$ cat src/rtl/acc_cpu_pkg.sv
// Shared encodings for acc_cpu_core: opcodes, FSM states, ALU ops, skip conditions, IR field layout.
// Optional feature macro used by the core: ACC_CPU_INDIRECT_EN.
package acc_cpu_pkg;

    typedef enum logic [3:0] {
        OP_ADD   = 4'h0,
        OP_HALT  = 4'h1,
        OP_LOAD  = 4'h2,
        OP_STORE = 4'h3,
        OP_CLEAR = 4'h4,
        OP_SKIP  = 4'h5,
        OP_JUMP  = 4'h6,
        OP_SUB   = 4'h7,
        OP_AND   = 4'h8,
        OP_OR    = 4'h9,
        OP_NOT   = 4'hA
    } opcode_e;

    typedef enum logic [3:0] {
        S_FETCH,
        S_FWAIT,
        S_DECODE,
        S_MRD,
        S_MWAIT,
        S_EXEC,
        S_STORE,
        S_HALT,
        S_IRD,
        S_IWAIT
    } state_e;

    typedef enum logic [2:0] {
        ALU_ADD,
        ALU_SUB,
        ALU_AND,
        ALU_OR,
        ALU_NOT,
        ALU_PASS
    } alu_op_e;

    localparam logic [1:0] SKIP_NEG  = 2'b00;
    localparam logic [1:0] SKIP_ZERO = 2'b01;
    localparam logic [1:0] SKIP_POS  = 2'b10;

    localparam int unsigned IND_BIT  = 31;
    localparam int unsigned OPC_MSB  = 30;
    localparam int unsigned OPC_LSB  = 27;
    localparam int unsigned OPR_MSB  = 26;
    localparam int unsigned SKIP_MSB = 11;
    localparam int unsigned SKIP_LSB = 10;

    // Opcodes that fetch an operand from memory before updating AC.
    function automatic logic is_mem_read(input logic [3:0] opc);
        return (opc == OP_ADD) || (opc == OP_SUB) || (opc == OP_AND) ||
               (opc == OP_OR)  || (opc == OP_LOAD);
    endfunction

endpackage

$ cat src/rtl/acc_cpu_alu.sv
// Combinational accumulator ALU: a_i is AC, b_i is the memory operand; results wrap modulo 2^DATA_WIDTH.
module acc_cpu_alu
    import acc_cpu_pkg::*;
#(
    parameter int unsigned DATA_WIDTH = 32
) (
    input  logic [DATA_WIDTH-1:0] a_i,
    input  logic [DATA_WIDTH-1:0] b_i,
    input  alu_op_e               op_i,
    output logic [DATA_WIDTH-1:0] y_o
);

    always_comb begin
        y_o = b_i;
        case (op_i)
            ALU_ADD:  y_o = a_i + b_i;
            ALU_SUB:  y_o = a_i - b_i;
            ALU_AND:  y_o = a_i & b_i;
            ALU_OR:   y_o = a_i | b_i;
            ALU_NOT:  y_o = ~a_i;
            ALU_PASS: y_o = b_i;
            default:  y_o = b_i;
        endcase
    end

endmodule

$ cat src/rtl/acc_cpu_core.sv
// Multi-cycle accumulator CPU driving a 1-cycle-latency synchronous RAM.
// Define ACC_CPU_INDIRECT_EN to enable IR[31] indirect addressing on memory ops.
module acc_cpu_core
    import acc_cpu_pkg::*;
#(
    parameter int unsigned DATA_WIDTH = 32,
    parameter int unsigned ADDR_WIDTH = 14,
    parameter int unsigned RESET_PC   = 'h100,
    parameter int unsigned PC_STEP    = 2
) (
    input  logic                  clk,
    input  logic                  rst,
    output logic [ADDR_WIDTH-1:0] mem_addr,
    output logic [DATA_WIDTH-1:0] mem_wdata,
    input  logic [DATA_WIDTH-1:0] mem_rdata,
    output logic                  mem_cs,
    output logic                  mem_we,
    output logic                  mem_oe,
    output logic                  halted,
    output logic [ADDR_WIDTH-1:0] pc_out,
    output logic [DATA_WIDTH-1:0] ac_out
);

    localparam logic [ADDR_WIDTH-1:0] PC_INC  = ADDR_WIDTH'(PC_STEP);
    localparam logic [ADDR_WIDTH-1:0] PC_INIT = ADDR_WIDTH'(RESET_PC);

    state_e                state_q, state_d;
    logic                  armed_q, armed_d;
    logic [ADDR_WIDTH-1:0] pc_q,    pc_d;
    logic [DATA_WIDTH-1:0] ac_q,    ac_d;
    logic [DATA_WIDTH-1:0] ir_q,    ir_d;
    logic [DATA_WIDTH-1:0] mbr_q,   mbr_d;
    logic [ADDR_WIDTH-1:0] ea_q,    ea_d;

    logic [3:0]            opcode;
    logic [ADDR_WIDTH-1:0] operand;
    logic                  indirect;
    logic                  skip_taken;
    alu_op_e               alu_op;
    logic [DATA_WIDTH-1:0] alu_y;
    logic                  unused_bits;

    assign opcode = ir_q[OPC_MSB:OPC_LSB];

    if (ADDR_WIDTH <= OPR_MSB + 1) begin : g_opr_trunc
        assign operand = ir_q[ADDR_WIDTH-1:0];
    end else begin : g_opr_zext
        assign operand = {{(ADDR_WIDTH-OPR_MSB-1){1'b0}}, ir_q[OPR_MSB:0]};
    end

`ifdef ACC_CPU_INDIRECT_EN
    assign indirect = ir_q[IND_BIT];
`else
    assign indirect = 1'b0;
`endif

    assign unused_bits = ^{ir_q, mem_rdata};

    always_comb begin
        skip_taken = 1'b0;
        case (ir_q[SKIP_MSB:SKIP_LSB])
            SKIP_NEG:  skip_taken = ac_q[DATA_WIDTH-1];
            SKIP_ZERO: skip_taken = (ac_q == '0);
            SKIP_POS:  skip_taken = !ac_q[DATA_WIDTH-1] && (ac_q != '0);
            default:   skip_taken = 1'b0;
        endcase
    end

    always_comb begin
        alu_op = ALU_PASS;
        case (opcode)
            OP_ADD:  alu_op = ALU_ADD;
            OP_SUB:  alu_op = ALU_SUB;
            OP_AND:  alu_op = ALU_AND;
            OP_OR:   alu_op = ALU_OR;
            OP_NOT:  alu_op = ALU_NOT;
            default: alu_op = ALU_PASS;
        endcase
    end

    acc_cpu_alu #(
        .DATA_WIDTH(DATA_WIDTH)
    ) u_alu (
        .a_i (ac_q),
        .b_i (mbr_q),
        .op_i(alu_op),
        .y_o (alu_y)
    );

    always_ff @(posedge clk) begin
        if (rst) begin
            state_q <= S_FETCH;
            armed_q <= 1'b0;
            pc_q    <= PC_INIT;
            ac_q    <= '0;
            ir_q    <= '0;
            mbr_q   <= '0;
            ea_q    <= '0;
        end else begin
            state_q <= state_d;
            armed_q <= armed_d;
            pc_q    <= pc_d;
            ac_q    <= ac_d;
            ir_q    <= ir_d;
            mbr_q   <= mbr_d;
            ea_q    <= ea_d;
        end
    end

    // armed_q holds FETCH quiet for the first cycle out of reset, so a write
    // issued in the cycle rst is sampled is never followed by another access.
    always_comb begin
        state_d = state_q;
        armed_d = armed_q;
        pc_d    = pc_q;
        ac_d    = ac_q;
        ir_d    = ir_q;
        mbr_d   = mbr_q;
        ea_d    = ea_q;
        case (state_q)
            S_FETCH: begin
                if (!armed_q) armed_d = 1'b1;
                else          state_d = S_FWAIT;
            end
            S_FWAIT: begin
                ir_d    = mem_rdata;
                pc_d    = pc_q + PC_INC;
                state_d = S_DECODE;
            end
            S_DECODE: begin
                ea_d    = operand;
                state_d = S_FETCH;
                if (is_mem_read(opcode)) begin
                    state_d = indirect ? S_IRD : S_MRD;
                end else begin
                    case (opcode)
                        OP_STORE: state_d = indirect ? S_IRD : S_STORE;
                        OP_HALT:  state_d = S_HALT;
                        OP_CLEAR: ac_d = '0;
                        OP_NOT:   ac_d = alu_y;
                        OP_SKIP:  if (skip_taken) pc_d = pc_q + PC_INC;
                        OP_JUMP:  pc_d = operand;
                        default:  ;
                    endcase
                end
            end
            S_IRD:   state_d = S_IWAIT;
            S_IWAIT: begin
                ea_d    = mem_rdata[ADDR_WIDTH-1:0];
                state_d = (opcode == OP_STORE) ? S_STORE : S_MRD;
            end
            S_MRD:   state_d = S_MWAIT;
            S_MWAIT: begin
                mbr_d   = mem_rdata;
                state_d = S_EXEC;
            end
            S_EXEC: begin
                ac_d    = alu_y;
                state_d = S_FETCH;
            end
            S_STORE: state_d = S_FETCH;
            S_HALT:  state_d = S_HALT;
            default: state_d = S_FETCH;
        endcase
    end

    always_comb begin
        mem_addr  = '0;
        mem_wdata = '0;
        mem_cs    = 1'b0;
        mem_we    = 1'b0;
        mem_oe    = 1'b0;
        case (state_q)
            S_FETCH: begin
                if (armed_q) begin
                    mem_addr = pc_q;
                    mem_cs   = 1'b1;
                    mem_oe   = 1'b1;
                end
            end
            S_MRD, S_IRD: begin
                mem_addr = ea_q;
                mem_cs   = 1'b1;
                mem_oe   = 1'b1;
            end
            S_STORE: begin
                mem_addr  = ea_q;
                mem_wdata = ac_q;
                mem_cs    = 1'b1;
                mem_we    = 1'b1;
            end
            default: ;
        endcase
    end

    assign halted = (state_q == S_HALT);
    assign pc_out = pc_q;
    assign ac_out = ac_q;

endmodule

$ cat config.mk
export PLATFORM = sky130hd
export DESIGN_NAME = acc_cpu_core
export DESIGN_NICKNAME = d
export VERILOG_FILES = /design/src/rtl/acc_cpu_pkg.sv /design/src/rtl/acc_cpu_alu.sv /design/src/rtl/acc_cpu_core.sv
export SDC_FILE = /design/constraint.sdc
export NUM_CORES = 1
export LEC_CHECK = 0
export BUFFER_PORTS_ARGS = -buffer_cell sky130_fd_sc_hd__buf_2
export CAP_MARGIN = 15
export CORE_MARGIN = 8
export CORE_UTILIZATION = 30
export DETAILED_ROUTE_END_ITERATION = 10
export MAX_ROUTING_LAYER = met4
export PLACE_DENSITY_LB_ADDON = 0.1
export SLEW_MARGIN = 20
export SYNTH_ARGS = -nofsm -noshare
export SYNTH_HDL_FRONTEND = slang
export SYNTH_SLANG_ARGS = --single-unit
$ cat constraint.sdc
create_clock -name clk -period 8 [get_ports clk]
set_input_delay 0.4 -clock clk [delete_from_list [all_inputs] [get_ports clk]]
set_output_delay 0.4 -clock clk [all_outputs]
set_load 0.01 [all_outputs]
==> summary.md <==
| Metric | Value |
|---|---|
| CP Cell Sequence | nand4b_1, o41ai_1, xor2_1, ha_1, a21oi_1, nor2b_1, nor4_2, a211oi_1, a31oi_1, xor2_1, o22ai_1 |
| Wirelength per Cell | 21.48 um |
| Synth warnings | 0 |
| CTS tree | done |
| Setup Fix Bufs, Post-CTS | 0 |
| Slowest CP cell | dfxtp_1 |
| Core Rows | 64 |
| Layout cells sized above 1 | 0.1522 |
| RSZ-0062 raised after global routing | false |
| Final period util | 0.5433 |
| Req. time, crit path | 8.30 ns |
| Root Driver | clkbuf_16 |
| Routed via count | 10160 |
| Leakage | 4.333 nW |
| Final Max Slew Viols | 0 |
| Asr flop ratio synth | 0 |
| Placed cell areas | 0.01022 mm^2 |
| Filler cells | 3332 |
| Crit path max-delay family | compound AO/OA/AOI/OAI gates |
| Final Net Count | 1437 |
| Die Y | 192.8 um |
| Syn Inst Count | 1318 |
| Cell taking the most area after synthesis | dfxtp_1 |
| Core box area | 0.03067 mm^2 |
| Hold-fix buffers, CTS | 0 |
| Min Hold Slack | 0.2011 ns |
| Worst-Skew Late Latency | 0.44 ns |
| Synth top area cells | dfxtp_1 25%, nand2_1 8.5%, a21oi_1 7.8% |
| Post-route cell area | 0.01086 mm^2 |
| Number of remaining DRC errors | 0 |
| Pre-CTS setup slack | 3.698 ns |
| Worst-margin pin slew | 0.9983 ns |
| Initial Util | 0.3059 |
| Post-Syn Nets | 1388 |
| Max Root-Sink Buffers | 2 |
| Number of diodes | 0 |
| WP data arrival | 4.65 ns |
| Syn Std Cell Area | 0.009381 mm^2 |
| Worst setup SP type | flip-flop |
| Crit path buf inv count | 0 |
| EDFF count, synth | 0 |
| Register area share after synthesis | 0.2454 |
| CTS resizes | 0 |
| Worst hold path type | input pin to flip-flop |
| HPWL after DPL | 27130 um |
| Port buffer count | 129 |
| Synthesis-stage register bit count | 115 |
| Worst Skew | 0.01454 ns |
| Vias per inst | 5.723 |
| Num CTS Buffers | 17 |
| Largest net degree at the start of global routing | 83 |
| GR Util All Layers | 0.2102 |
| Gpl congestion | 0.8828 |
| Fmax | 230.1 MHz |
| Vias in the first global route | 9795 |
| Sink Count | 115 |
| Status | finished, final reports clean |
| IO Count | 130 |
| First-pass GRT wire length | 59240 um |
| CP Capture Type | flip-flop |
| CTS H-tree depth | 4 |
| Max FO, Critical Path | 24 |
| Syn avg cell area | 7.118 um^2 |
| Fin. Hold Viols | 0 |
| Final ANT Viol Nets | 0 |
| Max-slew headroom | 0.3344 |
| Crit Path Class | flip-flop to flip-flop |
| Initial antenna violation count | 0 |
| Post-synth top cells | 213 x nand2_1, 146 x a21oi_1, 115 x dfxtp_1 |
| IR drop worst, VDD | 0.1845 mV |
| Synth Flop Type | dfxtp_1 |
| DRT Pass-1 Iters | 7 |
| Most common cell type on the critical path | xor2_1 |
| Die span in x | 192.8 um |
| Top-area cell type share of the netlist area | 0.2454 |
| Clock-pin slew on the worst setup and hold paths | 0.07 ns |
| Die Area | 0.03719 mm^2 |
| Cell Count, Final, Fillers Out | 1776 |
| Starting DRT DRC Count | 872 |
| Post-route setup slack | 3.654 ns |
| Final setup violation count | 0 |
| Placed Cells incl. Taps | 1744 |
| Max cap viols | 0 |
| Area delta synth->final | 15.75% |
| Crit-path max cell delay | 0.83 ns |
| Setup TNS | 0 ns |
| Distinct cells, synth | 87 |
| Final WL | 38140 um |
| Top-count cell post-synth | nand2_1 |
| Fin crit period | 4.346 ns |
| PwrDens | 431.9 mW/mm^2 |
| GR Overflow Total | 0 |
==> metal layers <==
metal / vias to the layer above / GRT usage / part of all wire
met5: - / - / 0
met4: 0 / 0.06698 / 0.024
met3: 45 / 0.03216 / 0.053
met2: 333 / 0.3135 / 0.44
met1: 4826 / 0.2869 / 0.48
li1: 4960 / - / -
==> metrics by stage <==
| step | util | total power, W |
|---|---|---|
| 3_5_place_dp | 0.3333 | 0.003795 |
| 6_report | 0.3541 | 0.004691 |
| 3_3_place_gp | 0.3333 | 0.003818 |
| 4_1_cts | 0.3539 | 0.004677 |
| 2_1_floorplan | - | 0.002993 |
| 5_1_grt | 0.3541 | 0.005047 |
==> power by group <==
group	internal, W	switching, W	leakage (nW)
Sequential	0.000627	0.0000946	0.930
Combinational	0.00113	0.00198	3.09
Clock	0.000506	0.000344	0.312
==> layout by cell type (no fill, tap or decap), types with 5 or more instances in the layout <==
cell type / instances
xnor2_1: 30
a22o_1: 29
a22oi_1: 35
inv_6: 7
a311oi_1: 16
xor2_1: 15
nand2b_1: 9
mux2i_1: 9
and2_1: 9
a21oi_1: 145
a211oi_1: 9
nor4_1: 11
o21a_1: 14
o31ai_1: 15
nor2_1: 111
nand3_1: 21
buf_2: 128
nor2b_1: 13
ha_1: 35
dfxtp_1: 113
clkbuf_16: 17
o211ai_1: 33
a31oi_1: 11
or4_1: 5
nor3_1: 19
a21o_1: 16
o22ai_1: 23
and3_1: 41
o21ai_1: 7
buf_4: 20
o21ai_0: 41
nand4_1: 17
inv_1: 24
a222oi_1: 8
and4_1: 7
nand3b_1: 10
nand2_1: 213
==> logic make-up after synthesis <==
family	Yosys count	share of synthesized area
AND/OR/NAND/NOR	517	0.2633
flip-flops	115	0.2454
buffers and inverters	142	0.06108
XOR/XNOR	45	0.04201
AO/OA/AOI/OAI	453	0.3286
adder cells (fa/ha/maj)	36	0.04881
multiplexers	10	0.01080
==> tightest hold or removal path, stage by stage <==
cell and delay [ns]:
buf_2 0.09, nand2_1 0.04, a21oi_1 0.05
==> cell type report <==
type / instances / area (um^2) / share of cell area
clock buffers: 17 / 425.4 / 0.03917
repair buffers: 148 / 790.8 / 0.07282
clock inverters: 15 / 205.2 / 0.01890
flip-flops and latches: 115 / 2305 / 0.2122
multi-input cells: 1061 / 6548 / 0.6029
inverters: 24 / 90.09 / 0.008296
well taps: 396 / 495.5 / 0.04563
==> sequential cells by signal (all words and copies together), names as in the netlist <==
name,flops
ir_q,18
ac_out,32
armed_q,1
ea_q,14
pc_out,14
mbr_q,32
state_q,4
==> final timing paths <==
kind | from | endpoint | slack, ns | cells past startpoint
setup / recovery | ir_q[28] | ac_out[23] | 3.65 | 11
setup reg to reg | ir_q[28] | ac_out[23] | 3.65 | 11
hold reg to reg | ir_q[0] | pc_out[0] | 0.48 | 2
hold / removal | mem_rdata[25] | mbr_q[25] | 0.20 | 3
Note: power is estimated with default switching activity, not from simulation.
